## src/rtl/mem_delay_line_pkg.sv

```systemverilog
// Shared types for the circular-buffer delay line.
package mem_delay_line_pkg;

    typedef enum logic [1:0] {
        ST_IDLE = 2'd0,
        ST_FILL = 2'd1,
        ST_RUN  = 2'd2
    } state_t;

endpackage

```

## src/rtl/delay_slew.sv

```systemverilog
// Delay register that moves toward its target by at most SLEW_STEP per tick.
module delay_slew #(
    parameter int W         = 16,
    parameter int SLEW_STEP = 1
) (
    input  logic         clk_i,
    input  logic         srst_i,
    input  logic         clr,
    input  logic         tick,
    input  logic [W-1:0] target,
    output logic [W-1:0] current,
    output logic [W-1:0] nxt
);

    localparam logic [W-1:0] STEP = W'(SLEW_STEP);

    // nxt is the value current takes on this edge; the read address uses it.
    always_comb begin
        nxt = current;
        if (tick) begin
            if (target >= current) begin
                if ((target - current) <= STEP) nxt = target;
                else                            nxt = current + STEP;
            end else begin
                if ((current - target) <= STEP) nxt = target;
                else                            nxt = current - STEP;
            end
        end
    end

    always_ff @(posedge clk_i) begin
        if (srst_i || clr) current <= '0;
        else               current <= nxt;
    end

endmodule

```

## src/rtl/mem_delay_line.sv

```systemverilog
// Circular-buffer delay line driving one board_memory master channel per sample tick.
module mem_delay_line
    import mem_delay_line_pkg::*;
#(
    parameter int DATA_WIDTH = 24,
    parameter int ADDR_WIDTH = 22,
    parameter int DEPTH_LOG2 = 16,
    parameter int BASE_ADDR  = 0,
    parameter int SLEW_STEP  = 1
) (
    input  logic                  clk_i,
    input  logic                  srst_i,
    input  logic                  ready_i,
    input  logic                  sample_tick_i,
    input  logic                  flush_i,
    input  logic [DATA_WIDTH-1:0] sample_i,
    input  logic [DEPTH_LOG2-1:0] delay_i,
    output logic [ADDR_WIDTH-1:0] mem_write_address_o,
    output logic [ADDR_WIDTH-1:0] mem_read_address_o,
    output logic [DATA_WIDTH-1:0] mem_writedata_o,
    output logic                  mem_write_enable_o,
    input  logic [DATA_WIDTH-1:0] mem_readdata_i,
    output logic [DATA_WIDTH-1:0] sample_o,
    output logic                  sample_valid_o
);

    localparam logic [ADDR_WIDTH-1:0] BASE      = ADDR_WIDTH'(BASE_ADDR);
    localparam logic [DEPTH_LOG2:0]   FILL_LAST = (DEPTH_LOG2+1)'((1 << DEPTH_LOG2) - 1);

    state_t                  state;
    logic [DEPTH_LOG2-1:0]   wr_ptr;
    logic [DEPTH_LOG2-1:0]   cur_delay;
    logic [DEPTH_LOG2-1:0]   nxt_delay;
    logic [DEPTH_LOG2-1:0]   rd_ptr;
    logic [DEPTH_LOG2:0]     fill_cnt;
    logic                    advance;

    function automatic logic [ADDR_WIDTH-1:0] region_addr(input logic [DEPTH_LOG2-1:0] ptr);
        return BASE + ADDR_WIDTH'(ptr);
    endfunction

    assign advance = (state != ST_IDLE) && ready_i && sample_tick_i;
    assign rd_ptr  = wr_ptr - nxt_delay;

    delay_slew #(
        .W         (DEPTH_LOG2),
        .SLEW_STEP (SLEW_STEP)
    ) u_slew (
        .clk_i   (clk_i),
        .srst_i  (srst_i),
        .clr     (!ready_i),
        .tick    (advance),
        .target  (delay_i),
        .current (cur_delay),
        .nxt     (nxt_delay)
    );

    always_ff @(posedge clk_i) begin
        if (srst_i || !ready_i) begin
            state               <= ST_IDLE;
            wr_ptr              <= '0;
            fill_cnt            <= '0;
            mem_write_address_o <= BASE;
            mem_read_address_o  <= BASE;
            mem_writedata_o     <= '0;
            mem_write_enable_o  <= 1'b0;
            sample_o            <= '0;
            sample_valid_o      <= 1'b0;
        end else begin
            case (state)
                ST_IDLE: begin
                    state              <= ST_FILL;
                    fill_cnt           <= '0;
                    mem_write_enable_o <= 1'b1;
                end
                default: begin
                    if (sample_tick_i) begin
                        mem_writedata_o     <= sample_i;
                        wr_ptr              <= wr_ptr + 1'b1;
                        mem_write_address_o <= region_addr(wr_ptr);
                        mem_read_address_o  <= region_addr(rd_ptr);
                        if (state == ST_RUN) begin
                            sample_o       <= mem_readdata_i;
                            sample_valid_o <= 1'b1;
                        end else begin
                            sample_o       <= '0;
                            sample_valid_o <= 1'b0;
                        end
                    end
                    // Flush overrides the fill count and mute even on a tick; the write still lands.
                    if (flush_i) begin
                        state          <= ST_FILL;
                        fill_cnt       <= '0;
                        sample_o       <= '0;
                        sample_valid_o <= 1'b0;
                    end else if (sample_tick_i && state == ST_FILL) begin
                        fill_cnt <= fill_cnt + 1'b1;
                        if (fill_cnt == FILL_LAST) state <= ST_RUN;
                    end
                end
            endcase
        end
    end

endmodule

```

## config.mk

```make
export PLATFORM = sky130hd
export DESIGN_NAME = mem_delay_line
export DESIGN_NICKNAME = d
export VERILOG_FILES = /design/src/rtl/mem_delay_line_pkg.sv /design/src/rtl/delay_slew.sv /design/src/rtl/mem_delay_line.sv
export SDC_FILE = /design/constraint.sdc
export NUM_CORES = 1
export LEC_CHECK = 0
export CORE_ASPECT_RATIO = 0.7
export CORE_UTILIZATION = 55
export DETAILED_ROUTE_END_ITERATION = 8
export DONT_BUFFER_PORTS = 1
export PLACE_DENSITY = 0.72
export SYNTH_ARGS = -nofsm -noshare
export SYNTH_HDL_FRONTEND = slang
export SYNTH_HIERARCHICAL = 1
export SYNTH_SLANG_ARGS = --single-unit
```

## constraint.sdc

```tcl
create_clock -name clk_i -period 6.2 [get_ports clk_i]
set_clock_uncertainty 0.05 [all_clocks]
set_input_delay 0.31 -clock clk_i [delete_from_list [all_inputs] [get_ports clk_i]]
set_output_delay 0.31 -clock clk_i [all_outputs]
set_load 0.1 [all_outputs]
```

==> impl_metrics.ini <==
[status]
outcome = finished, violations left
violations = design-rule violations

[final_layout]
synthToLayoutAreaGrowth_pct = 10.57
layout.nets = 1250
final_cells = 1335
utilization_pct = 63.68
drive_gt1_share_pct = 6.497
n_fill_cell = 1294

[cts]
cts.clk_slew.worst_paths_ns = 0.06
cts_root_buf = clkbuf_16
cts_max_level = 4
cts_buffers = 17
cts_sinks = 133
cts_setup_buffers = 0
clockBufferDepth = 2
clock_latency_ns = 0.42
cts_tree = built

[floorplan]
io_pins = 163
dieArea_sq_um = 16270
core_area_sq_um = 15050
die_w_um = 152.0
fp.dieH_um = 107.0
row_count = 37
start_util_pct = 57.59

[pwr]
p_int_mw = 1.616
peakVddDrop_mv = 0.2086
switching_share_pct = 27.55
p_comb_share_pct = 12.5
pwr_density_cell_nw_per_um2 = 232.8
power_switching_mw = 0.6145
power.leakage_nw = 3.571
seq_power_share_pct = 40.2
clkPwrFrac_pct = 47.3

[routing]
drt-pass1-iter-count = 9
viasPerCell = 6.213
drt-total-wl_um = 24000
drtIter0Drc = 1236
vias = 8295
post-route-drc-count = 44
postRouteAntennaNets = 0
wl_per_cell_um = 17.98

[worst_setup_path]
r2r_slack_ns = 0.34
start_kind = flip-flop
critPathCaptureType = flip-flop
reg2reg_depth = 22
crit-reg2reg-capture = mem_read_address_o[12]
worst_ep_required_time_ns = 6.45
crit_path_max_fanout = 7
r2r-start = u_slew/current[0]
cp.arrival_ns = 6.11
critPathKind = reg -> reg

[timing]
finalSetupViolations = 0
hold_viol = 0
max_freq_mhz = 170.7
setup_tns_ns = 0
slew_viol_final = 0
fin_crit_sh_pct = 94.47
final.min_clock_period_ns = 5.857
slew_headroom_pct = 29.21
tightest_slew_ns = 1.060
holdWs_ns = 0.01070
rsz0062_at_grt = false

[placement]
port_buffers = 0
dpl.hpwl_um = 17150
place.detailed.instances = 1278
gp_congestion = 0.9867

[logic_synthesis]
async_flop_share_pct = 0
synth_edf_count = 0
yosys_register_bits = 133
synth_warnings = 6
synth_area_per_cell_sq_um = 7.627
synth_top_cell_by_area = dfxtp_1
ys_dominant_reg_cell = dfxtp_1
synth_area_sq_um = 8665
yosysSeqAreaShare_pct = 30.73
synth.area.top_cells = dfxtp_1 (31%), ha_1 (7.4%), a21oi_1 (6.8%), nand2_1 (6.6%), nor2_1 (4.9%)
ys_types = 83
synth.top_cell.area_share_pct = 30.73
syn_inst = 1136

[worst_hold_path]
whs_endpoint = sample_o[17]
hp-class = in -> reg
hold_path.startpoint = mem_readdata_i[17]
hold_depth = 2

[global_route]
grtUsageTotal_pct = 29.11
grt_pass1_vias = 7429
gr-total-overflow = 0
grt_max_degree = 99
antenna_found_initial = 0
grt_pass1_wl_um = 38270

[job]
drv_cap = 0
layout by cell type (no fill, tap or decap), types with 18 or more instances in the layout:
cell type / n
a21oi_1: 118
a22oi_1: 24
and3_1: 21
dfxtp_1: 133
dlygate4sd3_1: 25
ha_1: 51
inv_1: 54
nand2_1: 153
nand3_1: 46
nor2_1: 113
nor3_1: 22
o21ai_0: 38
or3_1: 22
xnor2_1: 18
xor2_1: 25
Yosys cell counts, drive strengths merged (16+ instances only):
| cell | instances |
|---|---|
| a22oi | 24 |
| xnor2 | 18 |
| ha | 51 |
| and3 | 21 |
| xor2 | 25 |
| a21o | 16 |
| o21ai | 40 |
| or3 | 22 |
| a211oi | 17 |
| nand4 | 16 |
| dfxtp | 133 |
| nand3 | 46 |
| buf | 39 |
| clkbuf | 37 |
| nand2 | 156 |
| nor2 | 116 |
| inv | 54 |
| a21oi | 119 |
| nor3 | 22 |
critical path: stages (launching register included):
cell and delay (ns):
dfxtp_1 0.37, inv_1 0.15, ha_1 0.19, inv_1 0.05, fa_1 0.41, a21o_1 0.22, a221oi_2 0.38, o221ai_1 0.31
a211oi_1 0.34, xnor2_1 0.17, nor4_4 0.47, mux2i_1 0.40, nand3_1 0.22, nand3_1 0.11, ha_1 0.22, fa_1 0.39
and2b_1 0.24, o31a_1 0.15, o21ai_1 0.07, nand2b_1 0.20, a21oi_1 0.13, o211a_1 0.24, a211o_1 0.25
routing by layer:
layer	global-route usage, %	vias up	wire length [um]
met1	41.10	3860	11130
met2	43.42	392	10060
met5	0	-	0
met3	9.216	30	2566
li1	-	4013	-
met4	5.248	0	240
repair_timing:
item,CTS,global route
hold buffers,25,0
endpoints found under the setup margin,0,3
resized for setup,0,1
hold endpoints to repair,25,0
flip-flops by register name (all words and copies together), names as in the netlist:
signal	flops
mem_writedata_o	24
sample_o	24
fill_cnt	17
mem_read_address_o	16
mem_write_address_o	16
u_slew/current	16
wr_ptr	16
state	2
mem_write_enable_o	1
sample_valid_o	1
kinds of logic after synthesis:
logic type                 after synthesis  synth area share, %
adders and majority gates               54                8.058
AOI/OAI and AO/OA                      310                23.83
buffers and inverters                  131                6.671
and+or+nand+nor                        458                25.59
xor gates and xnor gates                43                4.347
DFF                                    133                30.73
other                                    1              0.04328
muxes                                    6               0.7364
worst max path at each step:
stage,start,to,slack (ns)
floorplan,u_slew/current[0],mem_read_address_o[12],1.24
global placement,u_slew/current[0],mem_read_address_o[12],0.60
detailed placement,u_slew/current[0],mem_read_address_o[12],0.38
global route,u_slew/current[0],mem_read_address_o[12],0.02
finish,u_slew/current[0],mem_read_address_o[12],0.34
CTS,u_slew/current[0],mem_read_address_o[12],0.37
through the flow:
stage	instance area, sq um	total power [mW]	setup slack, ns
final	9580	2.231	0.3429
after CTS	9578	2.230	0.3658
after global routing	9578	2.299	0.01997
after floorplan	8706	1.130	1.240
after global placement	8712	1.173	0.6027
after detailed placement	8712	1.173	0.3782
power by group through the flow:
stage | clock network, mW | registers (mW) | logic [mW]
after detailed placement | 0 | 0.916 | 0.258
after floorplan | 0 | 0.913 | 0.216
after CTS | 1.06 | 0.897 | 0.272
after global routing | 1.10 | 0.897 | 0.303
final | 1.05 | 0.897 | 0.279
after global placement | 0 | 0.916 | 0.258
final cells by class:
cell class | count | area [sq um] | share of cell area (%)
timing repair buffer | 37 | 352.8 | 3.683
multi-input combinational | 883 | 5497 | 57.37
clock inverter | 11 | 148.9 | 1.554
sequential | 133 | 2663 | 27.79
tap | 195 | 244.0 | 2.547
inverter | 55 | 206.4 | 2.155
antenna | 1 | 2.502 | 0.02612
clock buffer | 20 | 466.7 | 4.871
No activity file was read; power rests on OpenSTA's default activity.
